[config.mk]
export PLATFORM = sky130hd
export DESIGN_NAME = alu_input_sequencer
export DESIGN_NICKNAME = d
export VERILOG_FILES = /design/src/rtl/alu_input_sequencer.sv
export SDC_FILE = /design/constraint.sdc
export NUM_CORES = 1
export LEC_CHECK = 0
export ABC_AREA = 1
export BUFFER_PORTS_ARGS = -buffer_cell sky130_fd_sc_hd__buf_2
export CAP_MARGIN = 20
export CORE_ASPECT_RATIO = 1.5
export CORE_MARGIN = 2
export CORE_UTILIZATION = 25
export CTS_CLUSTER_DIAMETER = 100
export DETAILED_ROUTE_END_ITERATION = 6
export PLACE_DENSITY = 0.45
export SLEW_MARGIN = 20
export SYNTH_ARGS = -nofsm -noshare
export SYNTH_HDL_FRONTEND = slang
export SYNTH_SLANG_ARGS = --single-unit
[constraint.sdc]
create_clock -name CLK -period 3.6 [get_ports CLK]
set_clock_uncertainty 0.2 [all_clocks]
set_input_delay 0 -clock CLK [delete_from_list [all_inputs] [get_ports CLK]]
set_output_delay 0 -clock CLK [all_outputs]
set_load 0.005 [all_outputs]
[src/rtl/alu_input_sequencer.sv]
// Front end for the board ALU: synchronises and debounces one LOAD button, then
// steps switch values into operand A, operand B and the opcode, flagging VALID.
module alu_input_sequencer #(
    parameter int SIZEDATA        = 8,
    parameter int SIZEOP          = 6,
    parameter int DEBOUNCE_CYCLES = 100000
) (
    input  logic                CLK,
    input  logic                RESET,
    input  logic [SIZEDATA-1:0] SWITCHES,
    input  logic                BTN_LOAD,
    output logic [SIZEDATA-1:0] DATOA,
    output logic [SIZEDATA-1:0] DATOB,
    output logic [SIZEOP-1:0]   OPCODE,
    output logic                VALID,
    output logic [1:0]          STATE
);

    localparam int CNT_W = $clog2(DEBOUNCE_CYCLES);
    localparam logic [CNT_W-1:0] CNT_MAX = CNT_W'(DEBOUNCE_CYCLES - 1);
    localparam logic [CNT_W-1:0] CNT_ONE = CNT_W'(1);

    typedef enum logic [1:0] {
        LOAD_A  = 2'b00,
        LOAD_B  = 2'b01,
        LOAD_OP = 2'b10,
        DONE    = 2'b11
    } state_t;

    logic [1:0]          sync_r;
    logic                btn_sync_s;
    logic                db_level_r;
    logic                db_level_d1_r;
    logic [CNT_W-1:0]    db_cnt_r;
    logic                press_r;

    state_t              state_r, state_s;
    logic [SIZEDATA-1:0] datoa_r, datoa_s;
    logic [SIZEDATA-1:0] datob_r, datob_s;
    logic [SIZEOP-1:0]   opcode_r, opcode_s;
    logic                valid_r, valid_s;

    assign btn_sync_s = sync_r[1];

    // Two-flop synchroniser for the raw button.
    always_ff @(posedge CLK or posedge RESET) begin
        if (RESET) begin
            sync_r <= 2'b00;
        end else begin
            sync_r <= {sync_r[0], BTN_LOAD};
        end
    end

    // Debounce: accept a new level only after it has differed for DEBOUNCE_CYCLES cycles.
    always_ff @(posedge CLK or posedge RESET) begin
        if (RESET) begin
            db_level_r <= 1'b0;
            db_cnt_r   <= '0;
        end else if (btn_sync_s == db_level_r) begin
            db_cnt_r   <= '0;
        end else if (db_cnt_r == CNT_MAX) begin
            db_level_r <= btn_sync_s;
            db_cnt_r   <= '0;
        end else begin
            db_cnt_r   <= db_cnt_r + CNT_ONE;
        end
    end

    // Registered one-cycle press pulse on the debounced rising edge; release is silent.
    always_ff @(posedge CLK or posedge RESET) begin
        if (RESET) begin
            db_level_d1_r <= 1'b0;
            press_r       <= 1'b0;
        end else begin
            db_level_d1_r <= db_level_r;
            press_r       <= db_level_r & ~db_level_d1_r;
        end
    end

    // Load sequencer next-state and register values; everything holds without a press.
    always_comb begin
        state_s  = state_r;
        datoa_s  = datoa_r;
        datob_s  = datob_r;
        opcode_s = opcode_r;
        valid_s  = valid_r;
        if (press_r) begin
            case (state_r)
                LOAD_A: begin
                    datoa_s = SWITCHES;
                    state_s = LOAD_B;
                end
                LOAD_B: begin
                    datob_s = SWITCHES;
                    state_s = LOAD_OP;
                end
                LOAD_OP: begin
                    opcode_s = SWITCHES[SIZEOP-1:0];
                    valid_s  = 1'b1;
                    state_s  = DONE;
                end
                DONE: begin
                    // A press here begins the next set directly with operand A.
                    datoa_s = SWITCHES;
                    valid_s = 1'b0;
                    state_s = LOAD_B;
                end
                default: begin
                    valid_s = 1'b0;
                    state_s = LOAD_A;
                end
            endcase
        end else begin
            state_s = state_r;
        end
    end

    // Sequencer state and ALU-facing output registers.
    always_ff @(posedge CLK or posedge RESET) begin
        if (RESET) begin
            state_r  <= LOAD_A;
            datoa_r  <= '0;
            datob_r  <= '0;
            opcode_r <= '0;
            valid_r  <= 1'b0;
        end else begin
            state_r  <= state_s;
            datoa_r  <= datoa_s;
            datob_r  <= datob_s;
            opcode_r <= opcode_s;
            valid_r  <= valid_s;
        end
    end

    assign DATOA  = datoa_r;
    assign DATOB  = datob_r;
    assign OPCODE = opcode_r;
    assign VALID  = valid_r;
    assign STATE  = state_r;

endmodule

==> impl_metrics.tcl, run 1 <==
set metrics [dict create \
    path_clk_slew_ns 0.06 \
    initial_core_util_pct 25.5 \
    path_cells "ha_1 > nand2_1 > inv_2 > nand2_2 > nor2_4 > nand2_2 > nand2_4 > a21oi_1" \
    p_leak_nw 1.24 \
    maxCapViolCount 0 \
    setup_slack_ns 1.97 \
    syn_avg_cell_area_um2 8.77 \
    die_area_mm2 0.00930 \
    cts_tree "done" \
    rsz0062_at_grt "false" \
    cp-end-kind "register" \
    core_mm2 0.00836 \
    root_buffer "clkbuf_16" \
    report.final.slew_viol_count 0 \
    cts_buffers 5 \
    drc 0 \
    clockBufferDepth 2 \
    tightest_slew_ns 0.813 \
    grt_pass1_wl_um 7530 \
    antenna_found_initial 0 \
    hp-class "reg -> reg" \
    finalCritPeriodShare_pct 45.3 \
    first_global_vias 1659 \
    worstSetupStartpointType "register" \
    htreeDepth 2 \
    switching_share_pct 20.4 \
    ant_nets 0 \
    gr-usage-all-layers_pct 10.5 \
    maxSlewHeadroom_pct 45.7 \
    insertion_delay_ns 0.28 \
    critical_path_buf_inv_count 1 \
    yosysWarnings 0 \
    crit_arrival_ns 1.64 \
    rows 41 \
    netlist_instances 243 \
    dpl-instance-area_mm2 0.00241 \
    vdd_drop_max_v 0.000234 \
    max_stage_delay_ns 0.41 \
    seq_power_share_pct 52.1 \
    fmax_mhz 613 \
    instances_no_fill 398 \
    timing.final.crit_period_ns 1.63 \
    layout.nets 306 \
    ys_ff_latch 47 \
    synth-seq-area-share_pct 55.2 \
    drive_above_1_share_pct 24.1 \
    io_buffers 35 \
    wire_per_inst_um 11.1 \
    setup_viol 0 \
    netlist_area_mm2 0.00213 \
    cp_max_fo 13 \
    intPower_uw 818 \
    dr_total_vias 1670 \
    die_height_um 117 \
    n_antenna_cell 0 \
    clock-sinks 47 \
    synth_nets 258 \
    ys_types 24 \
    whs_ns 0.149 \
    drt_iter0_markers 95 \
    routabilityCongestion 0.769 \
    design_area_mm2 0.00266 \
    critPathKind "reg -> reg" \
    cpMostUsedCell "nand2_2" \
    clkPwrFrac_pct 44.1 \
    dp.cells 381 \
    grt-ovfl-total 0 \
    die_x_um 79.4 \
    place_ws_ns 1.96 \
    grt_max_degree 48 \
    crit_required_ns 3.60 \
    hold_viol 0 \
    pin_count 36 \
    dp_hpwl_um 3270 \
    p_sw_uw 209 \
    dr.pass1.iters 4 \
    status "finished clean" \
    cpMaxStageDelayCell "dfrtp_1" \
    p_comb_share_pct 3.8 \
    routed_wirelength_um 4430 \
    crit_family "simple AND/OR/NAND/NOR gates" \
    tns_ns 0 \
    p_per_area_mw_per_mm2 387 \
    syn_to_final_growth_pct 24.5 \
    routed_via_density 4.20 \
]
## kinds of logic after synthesis
family,Yosys count,synth area share [%]
flip-flops,47,55.2
AND/OR/NAND/NOR,120,25.4
AO/OA/AOI/OAI,31,7.63
XOR/XNOR,5,2.41
adder cells (fa/ha/maj),4,2.35
buffers and inverters,36,7.10
## what timing repair did
action                                 in CTS  in global routing
resized for setup                           0                  0
hold buffers                               10                  0
setup buffers                               0                  0
endpoints found under the hold margin      70                  0
## cell usage in the layout (no fill, tap or decap), types with 2 or more instances in the layout
cell / n
nand3_1: 8
nor3_1: 3
a21oi_1: 2
o21ai_1: 2
dlygate4sd3_1: 10
inv_1: 27
nor2_1: 23
clkinv_2: 2
o21ai_0: 24
inv_2: 4
nor2_2: 15
nand2_2: 5
xor2_1: 3
clkbuf_16: 5
nand4_1: 3
ha_1: 4
nand2_1: 60
buf_2: 35
o21a_1: 2
dfrtp_1: 47
## routing by layer
| layer | vias to the layer above | share of wire [%] | track usage [%] |
|---|---|---|---|
| li1 | 849 | - | - |
| met1 | 779 | 40 | 10.5 |
| met2 | 36 | 53 | 20.5 |
| met3 | 6 | 4.5 | 2.38 |
| met4 | 0 | 2.1 | 4.83 |
| met5 | - | 0 | 0 |
## power groups by stage
stage | logic [mW] | registers (mW) | clock network, mW
after floorplan | 0.0226 | 0.545 | 0
after CTS | 0.0408 | 0.535 | 0.476
after global routing | 0.0456 | 0.536 | 0.491
final | 0.0388 | 0.536 | 0.453
after detailed placement | 0.0322 | 0.545 | 0
after global placement | 0.0327 | 0.545 | 0
## final timing paths
path,slack (ns),depth (start not counted),end,start
setup / recovery,1.97,8,db_cnt_r[13],db_cnt_r[0]
hold reg to reg,0.15,0,sync_r[1],sync_r[0]
hold / removal,0.15,0,sync_r[1],sync_r[0]
min in group asynchronous,0.20,3,sync_r[0],RESET
setup reg to reg,1.97,8,db_cnt_r[13],db_cnt_r[0]
max in group asynchronous,2.52,3,DATOB[0],RESET
## flip-flops by register name, indices dropped and copies added, names as in the netlist
name           flops
DATOB              8
STATE              2
db_level_d1_r      1
VALID              1
db_cnt_r          17
press_r            1
OPCODE             6
sync_r             2
DATOA              8
db_level_r         1
## synth_stat cells, drive strengths merged
cell type	count	share of area, %
nand2	66	13
dfrtp	47	55
nor2	39	9.0
inv	32	5.6
o21ai	26	6.1
nand3	8	1.9
ha	4	2.3
xor2	4	2.0
clkbuf	3	0.53
nand4	3	0.88
nor3	3	0.70
a21oi	2	0.47
o21a	2	0.70
buf	1	0.94
nand3b	1	0.35
o21bai	1	0.35
xnor2	1	0.41
## worst reg2reg max path, stage by stage (launching register included)
cell,delay (ns)
dfrtp_1,0.41
ha_1,0.24
nand2_1,0.11
inv_2,0.05
nand2_2,0.10
nor2_4,0.04
nand2_2,0.09
nand2_4,0.15
a21oi_1,0.17
## final cells by class
cell class                      count  area [um2]
Fill cell                         894        5710
Sequential cell                    47        1180
Multi-Input combinational cell    160         805
Timing Repair Buffer               45         275
Clock buffer                        6         139
Tap cell                          107         134
Inverter                           32         121
Clock inverter                      1        5.00
## through the flow
stage                     total power, mW  util [%]
after floorplan                     0.567         -
after global routing                 1.07      31.8
after global placement              0.578      28.8
after detailed placement            0.577      28.8
final                                1.03      31.8
after CTS                            1.05      31.7
(Power assumes the default switching activity.)
==> inputs of run 2 (changes only) <==
==> constraint.sdc (replaced) <==
create_clock -name CLK -period 1.55 [get_ports CLK]
set_clock_uncertainty 0.2 [all_clocks]
set_input_delay 0 -clock CLK [delete_from_list [all_inputs] [get_ports CLK]]
set_output_delay 0 -clock CLK [all_outputs]
set_load 0.005 [all_outputs]
==> impl_metrics.tcl, run 2 (same netlist as run 1, synthesis figures left out) <==
set metrics [dict create \
    mostFrequentLayoutCells "nand2_1, dfrtp_1, buf_2" \
    clockBufferDepth 2 \
    path_cells "ha_4 > nand2_4 > inv_2 > nand2_2 > nor2_4 > nand2_4 > nand2_4 > nor2_2" \
    die_x_um 79.4 \
    worstSetupStartpointType "register" \
    rows 41 \
    io_buffers 35 \
    largest_reg_flops 17 \
    crit_required_ns 1.53 \
    critPathKind "reg -> reg" \
    status "finished clean" \
    dr_total_vias 1722 \
    dr.pass1.iters 4 \
    clkPwrFrac_pct 43.5 \
    n_antenna_cell 0 \
    multi_input_area_um2 900 \
    switching_share_pct 21.9 \
    max_stage_delay_ns 0.40 \
    fmax_mhz 673 \
    insertion_delay_ns 0.29 \
    rsz0062_at_grt "true" \
    routed_wirelength_um 4780 \
    ant_nets 0 \
    cp_max_fo 6 \
    grt_pass1_wl_um 7900 \
    grt_max_degree 48 \
    initial_core_util_pct 25.5 \
    antenna_found_initial 0 \
    dp.cells 393 \
    finalCritPeriodShare_pct 95.9 \
    hp-class "in -> async" \
    seq_power_share_pct 51.6 \
    dp_hpwl_um 3400 \
    root_buffer "clkbuf_16" \
    gr-usage-all-layers_pct 11.2 \
    final_common_cell "nand2_1" \
    cpMostUsedCell "nand2_4" \
    core_mm2 0.00836 \
    hold_viol 0 \
    instances_no_fill 414 \
    p_per_area_mw_per_mm2 834 \
    regMostFlops "db_cnt_r" \
    die_area_mm2 0.00930 \
    fillers 842 \
    routed_via_density 4.16 \
    drive_above_1_share_pct 31.3 \
    timing.final.crit_period_ns 1.49 \
    tightest_slew_ns 0.326 \
    cp-end-kind "register" \
    drc 0 \
    pin_count 36 \
    drt_iter0_markers 30 \
    setup_viol 0 \
    total_power_mw 2.41 \
    intPower_mw 1.88 \
    cpMaxStageDelayCell "dfrtp_1" \
    wire_per_inst_um 11.5 \
    syn_to_final_growth_pct 35.7 \
    p_comb_share_pct 4.9 \
    cts_buffers 5 \
    p_sw_uw 529 \
    vdd_drop_max_v 0.000490 \
    maxSlewHeadroom_pct 78.2 \
    path_clk_slew_ns 0.06 \
    die_height_um 117 \
    crit_arrival_ns 1.46 \
    htreeDepth 2 \
    critical_path_buf_inv_count 1 \
    clock-sinks 47 \
    crit_family "simple AND/OR/NAND/NOR gates" \
    regArea_mm2 0.00118 \
    p_leak_nw 1.36 \
    tns_ns 0 \
    cts_tree "done" \
    routabilityCongestion 0.747 \
    grt-ovfl-total 0 \
    first_global_vias 1699 \
    report.final.slew_viol_count 0 \
    layout.nets 321 \
    maxCapViolCount 0 \
    whs_ns 0.0811 \
]
## run 2: cell types whose count changed in the layout (fill, tap and decap cells not counted), sizes merged
cell and change:
buf +14, clkinv -1, clkinvlp +1, inv +1, nand2 +1
## run 2: per-layer routing
layer | GRT usage (%) | vias up | share of wire [%]
met2 | 20.8 | 37 | 54
li1 | - | 876 | -
met5 | 0 | - | 0
met3 | 2.38 | 11 | 3.7
met1 | 11.0 | 798 | 39
met4 | 7.36 | 0 | 3.9
## run 2: layout make-up
class | instances | area share [%]
clock buffer | 6 | 4.45
clock inverter | 2 | 0.432
inverter | 32 | 4.15
multi-input combinational | 161 | 31.1
sequential | 47 | 40.7
tap | 107 | 4.63
timing repair buffer | 59 | 14.6
## run 2: final timing paths
path / start / to / slack [ns] / cells after the start
setup / recovery: db_cnt_r[0] / db_cnt_r[10] / 0.06 / 8
hold / removal: RESET / sync_r[1] / 0.08 / 4
setup reg to reg: db_cnt_r[0] / db_cnt_r[10] / 0.06 / 8
hold reg to reg: sync_r[0] / sync_r[1] / 0.16 / 0
max in group asynchronous: RESET / OPCODE[0] / 0.84 / 4
min in group CLK: BTN_LOAD / sync_r[0] / 0.15 / 2
## run 2: power groups by stage
stage / clock (mW) / combinational, mW / sequential (mW)
global route: 1.14 / 0.134 / 1.25
detailed placement: 0 / 0.0908 / 1.26
global placement: 0 / 0.0902 / 1.26
floorplan: 0 / 0.0526 / 1.26
CTS: 1.10 / 0.112 / 1.24
finish: 1.05 / 0.118 / 1.25
## run 2: through the flow
| stage | cell area, um2 | setup slack [ns] | util, % |
|---|---|---|---|
| after global placement | 2540 | 0.0159 | 30.3 |
| after floorplan | 2130 | 0.00385 | - |
| after global routing | 2890 | -0.0383 | 34.6 |
| after detailed placement | 2540 | -0.0183 | 30.3 |
| after CTS | 2800 | 0.000354 | 33.4 |
| final | 2890 | 0.0640 | 34.6 |
## run 2: tightest hold or removal path, cell delays in order
cell           delay (ns)
dlygate4sd3_1        0.53
buf_2                0.12
inv_2                0.06
buf_12               0.24
## run 2: timing repair
item	4_1_cts	5_1_grt
hold endpoints to repair	70	0
resized for setup	3	17
pin swaps	0	2
hold buffers	10	0
setup buffers	0	2
cloned	0	1
endpoints found under the setup margin	4	11
